--- src/rtl/vga_timing_pkg.sv ---
`default_nettype none
// ============================================================================
// vga_timing_pkg : shared 640x480@60 raster constants and sync decode helpers
// Revision: 1.0
// ============================================================================
package vga_timing_pkg;

  localparam int VGA_PIX_DIV   = 4;
  localparam int VGA_H_DISPLAY = 640;
  localparam int VGA_H_FRONT   = 16;
  localparam int VGA_H_SYNC    = 96;
  localparam int VGA_H_BACK    = 48;
  localparam int VGA_V_DISPLAY = 480;
  localparam int VGA_V_FRONT   = 10;
  localparam int VGA_V_SYNC    = 2;
  localparam int VGA_V_BACK    = 33;

  localparam int VGA_H_TOTAL = VGA_H_DISPLAY + VGA_H_FRONT + VGA_H_SYNC + VGA_H_BACK;
  localparam int VGA_V_TOTAL = VGA_V_DISPLAY + VGA_V_FRONT + VGA_V_SYNC + VGA_V_BACK;

  typedef struct packed {
    logic hsync;
    logic vsync;
    logic video_on;
  } sync_t;

  // Half-open window test: lo <= val < hi.
  function automatic logic in_window(input logic [9:0] val,
                                     input logic [9:0] lo,
                                     input logic [9:0] hi);
    return (val >= lo) && (val < hi);
  endfunction

endpackage
`default_nettype wire

--- src/rtl/pixel_tick_div.sv ---
`default_nettype none
// ============================================================================
// pixel_tick_div : divides clk by PIX_DIV, one-clk p_tick on the last count
// Revision: 1.0
// ============================================================================
module pixel_tick_div #(
  parameter int PIX_DIV = 4
) (
  input  logic clk,
  input  logic reset,
  output logic p_tick
);

  localparam int            CW   = (PIX_DIV > 1) ? $clog2(PIX_DIV) : 1;
  localparam logic [CW-1:0] LAST = CW'(PIX_DIV - 1);

  logic [CW-1:0] div_cnt_d;
  logic [CW-1:0] div_cnt_q;

  // With PIX_DIV=1 LAST is 0, so the counter sits at 0 and p_tick stays high.
  always_comb begin
    p_tick    = (div_cnt_q == LAST);
    div_cnt_d = (div_cnt_q >= LAST) ? '0 : div_cnt_q + CW'(1);
  end

  always_ff @(posedge clk or posedge reset) begin
    if (reset) begin
      div_cnt_q <= '0;
    end else begin
      div_cnt_q <= div_cnt_d;
    end
  end

endmodule
`default_nettype wire

--- src/rtl/vga_sync.sv ---
`default_nettype none
// ============================================================================
// vga_sync : VGA raster counters, sync/video_on decode and frame_start pulse
// Revision: 1.0
// ============================================================================
module vga_sync
  import vga_timing_pkg::*;
#(
  parameter int PIX_DIV   = VGA_PIX_DIV,
  parameter int H_DISPLAY = VGA_H_DISPLAY,
  parameter int H_FRONT   = VGA_H_FRONT,
  parameter int H_SYNC    = VGA_H_SYNC,
  parameter int H_BACK    = VGA_H_BACK,
  parameter int V_DISPLAY = VGA_V_DISPLAY,
  parameter int V_FRONT   = VGA_V_FRONT,
  parameter int V_SYNC    = VGA_V_SYNC,
  parameter int V_BACK    = VGA_V_BACK
) (
  input  logic       clk,
  input  logic       reset,
  output logic       p_tick,
  output logic [9:0] x,
  output logic [9:0] y,
  output logic       video_on,
  output logic       hsync,
  output logic       vsync,
  output logic       frame_start
);

  localparam int H_TOTAL = H_DISPLAY + H_FRONT + H_SYNC + H_BACK;
  localparam int V_TOTAL = V_DISPLAY + V_FRONT + V_SYNC + V_BACK;

  localparam logic [9:0] H_LAST   = 10'(H_TOTAL - 1);
  localparam logic [9:0] V_LAST   = 10'(V_TOTAL - 1);
  localparam logic [9:0] H_VIS    = 10'(H_DISPLAY);
  localparam logic [9:0] V_VIS    = 10'(V_DISPLAY);
  localparam logic [9:0] HS_START = 10'(H_DISPLAY + H_FRONT);
  localparam logic [9:0] HS_END   = 10'(H_DISPLAY + H_FRONT + H_SYNC);
  localparam logic [9:0] VS_START = 10'(V_DISPLAY + V_FRONT);
  localparam logic [9:0] VS_END   = 10'(V_DISPLAY + V_FRONT + V_SYNC);

  logic [9:0] h_cnt_d, h_cnt_q;
  logic [9:0] v_cnt_d, v_cnt_q;
  sync_t      sync_d, sync_q;
  logic       frame_start_d, frame_start_q;
  logic       h_end, v_end;

  pixel_tick_div #(
    .PIX_DIV (PIX_DIV)
  ) u_pixel_tick_div (
    .clk    (clk),
    .reset  (reset),
    .p_tick (p_tick)
  );

  // Using >= on the end tests folds any out-of-range count back to 0.
  always_comb begin
    h_end         = (h_cnt_q >= H_LAST);
    v_end         = (v_cnt_q >= V_LAST);
    h_cnt_d       = h_cnt_q;
    v_cnt_d       = v_cnt_q;
    frame_start_d = 1'b0;
    if (p_tick) begin
      h_cnt_d = h_end ? '0 : h_cnt_q + 10'd1;
      if (h_end) begin
        v_cnt_d       = v_end ? '0 : v_cnt_q + 10'd1;
        frame_start_d = v_end;
      end
    end
  end

  // Decoding the next counts keeps the sync registers aligned with x/y.
  always_comb begin
    sync_d          = '0;
    sync_d.hsync    = ~in_window(h_cnt_d, HS_START, HS_END);
    sync_d.vsync    = ~in_window(v_cnt_d, VS_START, VS_END);
    sync_d.video_on = (h_cnt_d < H_VIS) && (v_cnt_d < V_VIS);
  end

  always_ff @(posedge clk or posedge reset) begin
    if (reset) begin
      h_cnt_q         <= '0;
      v_cnt_q         <= '0;
      sync_q.hsync    <= 1'b1;
      sync_q.vsync    <= 1'b1;
      sync_q.video_on <= 1'b0;
      frame_start_q   <= 1'b0;
    end else begin
      h_cnt_q         <= h_cnt_d;
      v_cnt_q         <= v_cnt_d;
      sync_q          <= sync_d;
      frame_start_q   <= frame_start_d;
    end
  end

  assign x           = h_cnt_q;
  assign y           = v_cnt_q;
  assign hsync       = sync_q.hsync;
  assign vsync       = sync_q.vsync;
  assign video_on    = sync_q.video_on;
  assign frame_start = frame_start_q;

endmodule
`default_nettype wire

--- config.mk ---
export PLATFORM = sky130hd
export DESIGN_NAME = vga_sync
export DESIGN_NICKNAME = d
export VERILOG_FILES = /design/src/rtl/vga_timing_pkg.sv /design/src/rtl/pixel_tick_div.sv /design/src/rtl/vga_sync.sv
export SDC_FILE = /design/constraint.sdc
export NUM_CORES = 1
export LEC_CHECK = 0
export BUFFER_PORTS_ARGS = -buffer_cell sky130_fd_sc_hd__clkbuf_2
export CAP_MARGIN = 30
export CORE_ASPECT_RATIO = 1.75
export CORE_UTILIZATION = 30
export CTS_BUF_LIST = sky130_fd_sc_hd__clkbuf_4 sky130_fd_sc_hd__clkbuf_8
export DETAILED_ROUTE_END_ITERATION = 8
export GPL_TIMING_DRIVEN = 0
export PLACE_DENSITY = 0.58
export SYNTH_ARGS = -nofsm -noshare
export SYNTH_HDL_FRONTEND = slang
export SYNTH_SLANG_ARGS = --single-unit
--- constraint.sdc ---
create_clock -name clk -period 2 [get_ports clk]
set_clock_uncertainty 0.05 [all_clocks]
set_input_delay 0.1 -clock clk [delete_from_list [all_inputs] [get_ports clk]]
set_output_delay 0.1 -clock clk [all_outputs]
set_load 0.05 [all_outputs]
==> impl_metrics.toml, run 1 <==
[place]
place_hpwl_mm = 2.75
dp_slack_ps = -51.4
port-buffer-count = 26
placed_cells = 240
placedInstanceArea_mm2 = 0.00175
gp_congestion = 0.846

[floorplanning]
die_w_um = 55.2
rows = 33
die_h_um = 95.2
initial_utilization_pct = 31.6
core_area_mm2 = 0.00471
die_area_mm2 = 0.00526
io_pins = 27

[cts]
htree_levels = 1
clk_pin_slew_worst_paths_ps = 90
cts.sinks = 26
clkLatencyLatePin_ps = 270
cts_made_buffers = 3
cts_tree = "yes"
clockBufferDepth = 2
cts-root-buf = "clkbuf_8"

[synthesis]
synth_cell_types = 46
ys_ff_latch = 26
syn_inst = 161
async_reset_ff_share_pct = 100
synthFlopType = "dfrtp_1"
syn_avg_cell_area_um2 = 9.24
synth_fp_nets = 167
synth.cell_area_mm2 = 0.00149
synth_edf_count = 0
yosysSeqAreaShare_pct = 43.9
yosysWarnings = 0

[layout]
area_growth_pct = 25.2
num-nets-final = 204
final_area_mm2 = 0.00186
antenna_cells = 0
final_cells = 249
final_core_util_pct = 39.6
drive_above_1_share_pct = 35.5

[worst_setup_path]
critPathCaptureType = "flip-flop"
criticalPathCategory = "flip-flop to flip-flop"
critPathMaxFanout = 8
setup.worst_path.start = "u_pixel_tick_div.div_cnt_q[0]"
startpoint_type = "flip-flop"
crit_arrival_ps = 2070
ff2ff_path_depth = 7
timing.rr.end = "video_on"
reg2reg_slack_ps = 70
r2r-start = "u_pixel_tick_div.div_cnt_q[0]"
required_ps = 2140

[routing]
drtPass1Iterations = 4
wire_per_inst_um = 14.5
routed_via_density = 5.37
drtAntennaViolNets = 0
drtIter0Drc = 20
wl_mm = 3.60
dr_total_vias = 1338
post-route-drc-count = 0

[global_route]
track_usage_pct = 15.1
grt_pass1_vias = 1359
gr-total-overflow = 0
grt_start_max_net_pins = 17
grt_pass1_wl_mm = 6.22
antenna_found_initial = 0

[sta]
finalHoldViolCount = 0
fmaxAchievable_ghz = 0.519
worst_pin_slew_ps = 530
min_period_ps = 1930
period_share_pct = 96.4
final.setup.worst_slack_ps = 71.6
finalMaxSlewViolations = 0
setup_viol = 0
worst_slew_margin_rel_pct = 64.7
rsz0062_at_grt = "false"

[run]
drv_cap = 0

[power]
power.density_mw_per_mm2 = 468
power.leakage_uw = 0.000793
ir_drop_v = 0.000273

[run_status]
status = "finished, final reports clean"

[hold_path]
min_path_type = "primary input to asynchronous set/reset pin"
critical path, stage by stage (launching register included):
cell	delay, ps
dfrtp_1	410
ha_4	150
buf_4	150
nand3_2	110
a21o_4	240
and2_4	160
o32a_1	380
a211oi_2	200
synth_stat cells, types with 3 or more instances:
cell	count	area, um^2
clkbuf_2	3	15.0
a31oi_1	3	18.8
nor3_1	6	30.0
ha_1	4	50.1
xnor2_1	4	35.0
dfrtp_1	24	601
nand2_1	20	75.1
inv_1	5	18.8
a21oi_1	4	20.0
nand3_1	12	60.1
nor2_1	15	56.3
o21ai_0	15	75.1
nor4_1	3	18.8
or4_1	3	22.5
routing by layer:
| layer | routed length, um | share of wire [%] | track usage [%] |
|---|---|---|---|
| met1 | 1370 | 38 | 15.3 |
| met2 | 2020 | 56 | 29.6 |
| met3 | 79 | 2.2 | 1.36 |
| met4 | 135 | 3.7 | 8.75 |
| met5 | 0 | 0 | 0 |
how the worst max path moves through the flow:
stage,endpoint,cells past startpoint
after floorplan,video_on,6
after global placement,video_on,6
after detailed placement,video_on,6
after CTS,video_on,6
after global routing,video_on,7
final,video_on,7
per-stage QoR:
stage / total power (uW) / TNS [ps] / hold WS (ps)
after floorplan: 543 / 0 / 88.0
after global placement: 548 / -89.0 / 330
after detailed placement: 555 / -73.0 / 97.5
after CTS: 884 / 0 / 341
after global routing: 899 / 0 / 425
final: 871 / 0 / 345
cells by family after synthesis:
| kind of cell | count (synthesis) | share of synthesized area [%] |
|---|---|---|
| buf+inv | 13 | 3.95 |
| mux | 1 | 0.673 |
| compound gates | 36 | 17.7 |
| simple gates | 76 | 27.4 |
| flops | 26 | 43.9 |
| fa+ha+maj | 4 | 3.36 |
| xor+xnor | 5 | 2.94 |
cell usage in the layout (no fill, tap or decap), drive strengths merged, types with 2 or more instances in the layout:
master,netlist,final
nor3,6,6
nand2,20,20
o41ai,3,3
and2,3,3
a21boi,2,2
nor4,3,3
or4,3,3
nand3,12,12
dfstp,2,2
dfrtp,24,24
a21oi,4,4
clkbuf,5,35
and4,2,2
nand2b,2,2
nand4,3,3
inv,5,5
a31oi,3,3
o31ai,2,2
nor2,15,15
o21ai,15,15
buf,3,8
ha,4,4
xnor2,4,4
repair_timing:
action                                 in CTS  in global routing
pin swaps                                   1                  1
endpoints found under the hold margin      10                  0
hold buffers                                1                  0
gates resized for setup                     3                  4
setup endpoints to repair                   5                  3
buffers inserted                            2                  2
state kept, by name, indices dropped and copies added (netlist names):
register	count
vsync	1
y	10
frame_start	1
hsync	1
u_pixel_tick_div.div_cnt_q	2
video_on	1
x	10
cell type report:
cell class              instances  area, um^2
repair buffers                 32         198
well taps                      52        65.1
fillers                       515        2840
plain buffers                   8        41.3
inverters                       5        18.8
multi-input cells             122         828
flip-flops and latches         26         663
clock buffers                   4        48.8
where the power goes:
group | total, uW | internal, uW | switching, uW
clock | 327 | 156 | 170
combinational | 19.3 | 7.48 | 11.8
sequential | 525 | 525 | 0
total | 871 | 689 | 182
Note: power is estimated with default switching activity, not from simulation.
==> run 2: changes to the inputs <==
- PLACE_DENSITY: 0.58 -> 0.56
- clock period: 2 -> 2.45 ns (I/O delays scaled with it)
==> run 2 against run 1 <==
Compared with the run above: sequential share of layout area rose by 1.5 points; global-route usage fell by 0.26 points; via count barely moved; wire length rose by 3.2%; clock power fell by 14%; sequential power fell by 18%; largest cell class unchanged; sequential cell count did not move; final cell count fell by 1.6%; design area fell by 5.4%.
==> impl_metrics.toml, run 2 (synthesized netlist as in run 1, its figures left out) <==
[routing]
post-route-drc-count = 0
routed_via_density = 5.47
wire_per_inst_um = 15.2
drtPass1Iterations = 4
drtAntennaViolNets = 0
wl_mm = 3.72
dr_total_vias = 1339
drtIter0Drc = 26

[sta]
period_share_pct = 87.7
holdWs_ps = 387
fmaxAchievable_ghz = 0.466
finalHoldViolCount = 0
worst_pin_slew_ps = 709
rsz0062_at_grt = "false"
finalMaxSlewViolations = 0
setup_viol = 0
min_period_ps = 2150
finalSetupTns_ps = 0
worst_slew_margin_rel_pct = 52.6

[layout]
final_area_mm2 = 0.00176
final_cell_mix = "29 x clkbuf_2, 24 x dfrtp_1, 20 x nand2_1"
area_growth_pct = 18.5
num-nets-final = 200
layout_commonest_cell = "clkbuf_2"
final_core_util_pct = 37.5
filler_cell_count = 525
drive_above_1_share_pct = 25.4
antenna_cells = 0

[floorplanning]
rows = 33
initial_utilization_pct = 31.6
die_h_um = 95.2
die_area_mm2 = 0.00526
core_area_mm2 = 0.00471
io_pins = 27
die_w_um = 55.2

[run_status]
status = "finished, final reports clean"

[cts]
clkLatencyLatePin_ps = 270
cts-root-buf = "clkbuf_8"
cts.sinks = 26
clk_pin_slew_worst_paths_ps = 90
cts_tree = "yes"
clockBufferDepth = 2
htree_levels = 1
cts_resized = 0
cts_made_buffers = 3

[power]
ir_drop_v = 0.000243
p_switching_uw = 147
intPower_uw = 577
power.density_mw_per_mm2 = 411
seqPwrFrac_pct = 59.3
power_frac_comb_pct = 1.9
clkPwrFrac_pct = 38.9
power.leakage_uw = 0.000783
swShare_pct = 20.3

[worst_setup_path]
r2r-start = "x[0]"
crit_arrival_ps = 2290
required_ps = 2600
startpoint_type = "flip-flop"
criticalPathCategory = "flip-flop to flip-flop"
critPathCaptureType = "flip-flop"
crit_end = "video_on"
critPathMaxFanout = 8
timing.rr.end = "video_on"
ff2ff_path_depth = 6
setup.worst_path.start = "x[0]"
reg2reg_slack_ps = 300

[global_route]
antenna_found_initial = 0
grt_pass1_wl_mm = 6.15
gr-total-overflow = 0
track_usage_pct = 14.9
grt_pass1_vias = 1335
grt_start_max_net_pins = 15

[place]
port-buffer-count = 26
place_hpwl_mm = 2.78
gp_congestion = 0.801
placedInstanceArea_mm2 = 0.00170

[run]
drv_cap = 0

[hold_path]
min_path_type = "primary input to asynchronous set/reset pin"
run 2: changes by cell type in the layout (fill, tap and decap cells not counted), sizes merged:
cell  previous run  this run
buf              8         4
run 2: worst min path at each step:
stage,endpoint,slack [ps],cells past startpoint
2_1_floorplan,frame_start,110,1
4_1_cts,u_pixel_tick_div.div_cnt_q[0],390,1
6_report,x[7],390,3
3_5_place_dp,frame_start,160,2
5_1_grt,u_pixel_tick_div.div_cnt_q[0],420,1
3_3_place_gp,x[0],370,2
run 2: per-stage QoR:
step / worst slack (ps) / power, uW / std cells
2_1_floorplan: 214 / 444 / 161
3_5_place_dp: 282 / 450 / 240
3_3_place_gp: 281 / 448 / 239
6_report: 302 / 724 / 245
5_1_grt: 141 / 755 / 245
4_1_cts: 271 / 736 / 245
run 2: power groups by stage:
stage	Clock (uW)	Sequential [uW]	Combinational [uW]
finish	281	429	13.5
global route	310	429	15.9
CTS	293	429	14.6
detailed placement	0	437	13.1
global placement	0	437	10.3
floorplan	0	437	6.34
run 2: critical path: stages, from the launching register on:
cell	delay (ps)
dfrtp_1	420
ha_1	310
and4_2	300
o41ai_4	460
nor3_1	110
a211o_1	280
a211oi_2	150
run 2: layout make-up:
cell class / count / area (um^2) / area share, %
repair buffers: 28 / 155 / 8.80
clock buffers: 4 / 55.1 / 3.12
multi-input cells: 122 / 776 / 44.0
well taps: 52 / 65.1 / 3.69
plain buffers: 8 / 40.0 / 2.27
inverters: 5 / 18.8 / 1.06
flip-flops and latches: 26 / 653 / 37.0
run 2: timing repair:
action / CTS / global route
hold buffers: 1 / 0
setup buffers: 0 / 0
endpoints found under the hold margin: 13 / 0
setup endpoints to repair: 0 / 0
run 2: metal layers:
metal,share of wire [%],vias up,GRT usage (%)
li1,-,648,-
met1,39,660,15.3
met2,56,25,29.0
met3,2.6,6,1.76
met4,2.2,0,7.71
met5,0,-,0
==> run 3: changes to the inputs <==
--- a/config.mk
+++ b/config.mk
@@ -10,2 +10,3 @@
 export CORE_ASPECT_RATIO = 1.75
+export CORE_MARGIN = 2
 export CORE_UTILIZATION = 30
--- a/constraint.sdc
+++ b/constraint.sdc
@@ -4,2 +4,2 @@
 set_output_delay 0.1225 -clock clk [all_outputs]
-set_load 0.05 [all_outputs]
+set_load 0.02 [all_outputs]
==> run 3 against run 2 <==
Compared with the run above: register-to-register slack is essentially flat; setup slack lost 7.7 ps; first-iteration DRC count shrank 12%; die area grew 5.8%; largest power group unchanged.
==> impl_metrics.toml, run 3 (synthesized netlist as in run 1, its figures left out) <==
[layout]
final_area_mm2 = 0.00177
final_core_util_pct = 37.3
final_cells = 245
final_cell_mix = "29 x clkbuf_2, 24 x dfrtp_1, 20 x nand2_1"
drive_above_1_share_pct = 25.4
area_growth_pct = 18.9
num-nets-final = 200
antenna_cells = 0
layout_commonest_cell = "clkbuf_2"

[worst_setup_path]
crit_arrival_ps = 2290
cp_cell_sequence = "ha_1 > and4_2 > o41ai_4 > nor3_1 > a211o_1 > a211oi_2"
timing.rr.end = "video_on"
cp_top_family = "compound AO/OA/AOI/OAI gates"
r2r-start = "x[0]"
required_ps = 2580
cp.buffers_inverters = 0
startpoint_type = "flip-flop"
crit_slowest_cell = "o41ai_4"
cpPeakStageDelay_ps = 470
criticalPathCategory = "flip-flop to flip-flop"
ff2ff_path_depth = 6
reg2reg_slack_ps = 290
critPathMaxFanout = 8
critPathCaptureType = "flip-flop"
worst-path-stages = 6

[cts]
ctsHoldBuffers = 1
cts_made_buffers = 3
clk_pin_slew_worst_paths_ps = 90
cts_tree = "yes"
cts-root-buf = "clkbuf_8"
htree_levels = 1
cts_resized = 0
cts.sinks = 26
post_cts_buffers = 0
clockBufferDepth = 2
clkLatencyLatePin_ps = 270

[floorplanning]
die_h_um = 97.2
initial_utilization_pct = 31.3
die_area_mm2 = 0.00556
core_area_mm2 = 0.00475
rows = 33
die_w_um = 57.2
io_pins = 27

[power]
power.density_mw_per_mm2 = 396
seqPwrFrac_pct = 61.2
power_frac_comb_pct = 2.3
swShare_pct = 19.8
power.leakage_uw = 0.000786
clkPwrFrac_pct = 36.5
ir_drop_v = 0.000177
p_switching_uw = 139
intPower_uw = 562

[run_status]
status = "finished, final reports clean"

[routing]
drtPass1Iterations = 4
wl_mm = 3.59
dr_total_vias = 1329
drtAntennaViolNets = 0
routed_via_density = 5.42
drtIter0Drc = 23
post-route-drc-count = 0
wire_per_inst_um = 14.7

[global_route]
track_usage_pct = 13.9
gr-total-overflow = 0
grt_start_max_net_pins = 22
grt_pass1_wl_mm = 6.09
antenna_found_initial = 0
grt_pass1_vias = 1289

[sta]
min_period_ps = 2160
finalHoldViolCount = 0
period_share_pct = 88.0
finalSetupTns_ps = 0
fmaxAchievable_ghz = 0.464
worst_slew_margin_rel_pct = 55.2
finalMaxSlewViolations = 0
worst_pin_slew_ps = 671
rsz0062_at_grt = "false"
setup_viol = 0

[place]
gp_congestion = 0.817
port-buffer-count = 26
place_hpwl_mm = 2.70
placedInstanceArea_mm2 = 0.00171
placed_cells = 240

[hold_path]
min_path_type = "primary input to asynchronous set/reset pin"

[run]
drv_cap = 0
==> run 3: cell counts in the layout (fill, tap and decap cells not counted) <==
No cell type changed its count.
==> run 3: worst reg2reg max path, delay by kind of cell, from the launching register on <==
kind | cells | cell delay [ps]
adders and majority gates | 1 | 300
AOI/OAI and AO/OA | 3 | 890
and+or+nand+nor | 2 | 410
DFF | 1 | 420
==> run 3: layout make-up <==
| class | instances | area [um^2] |
|---|---|---|
| inverter | 5 | 18.8 |
| clock buffer | 4 | 48.8 |
| sequential | 26 | 653 |
| tap | 52 | 65.1 |
| fill | 493 | 2980 |
| timing repair buffer | 28 | 168 |
| multi-input combinational | 122 | 776 |
| buffer | 8 | 40.0 |
==> run 3: power groups by stage <==
stage / Combinational, uW / Sequential [uW] / Clock (uW)
floorplan: 6.34 / 437 / 0
global placement: 10.2 / 437 / 0
detailed placement: 16.1 / 437 / 0
CTS: 17.3 / 429 / 274
global route: 19.0 / 429 / 289
finish: 16.2 / 429 / 256
==> run 3: stage by stage <==
step           power (uW)  hold WS [ps]  worst slack [ps]
6_report              701           278               294
5_1_grt               737           314               156
4_1_cts               721           274               265
3_5_place_dp          453          21.4               287
3_3_place_gp          448           364               296
2_1_floorplan         444           111               456
==> run 3: worst max path at each step <==
stage	slack, ps	from	endpoint
after global routing	160	x[1]	y[5]
after CTS	270	x[0]	video_on
after detailed placement	290	x[0]	video_on
final	290	x[0]	video_on
after floorplan	460	x[1]	video_on
after global placement	300	x[0]	video_on
==> run 3: layer usage <==
metal  part of all wire [%]  up-vias  GRT usage, %
met5                      0        -             0
li1                       -      654             -
met2                     56       27          25.6
met3                    2.8        4          1.60
met4                    1.5        0          5.72
met1                     40      644          15.4
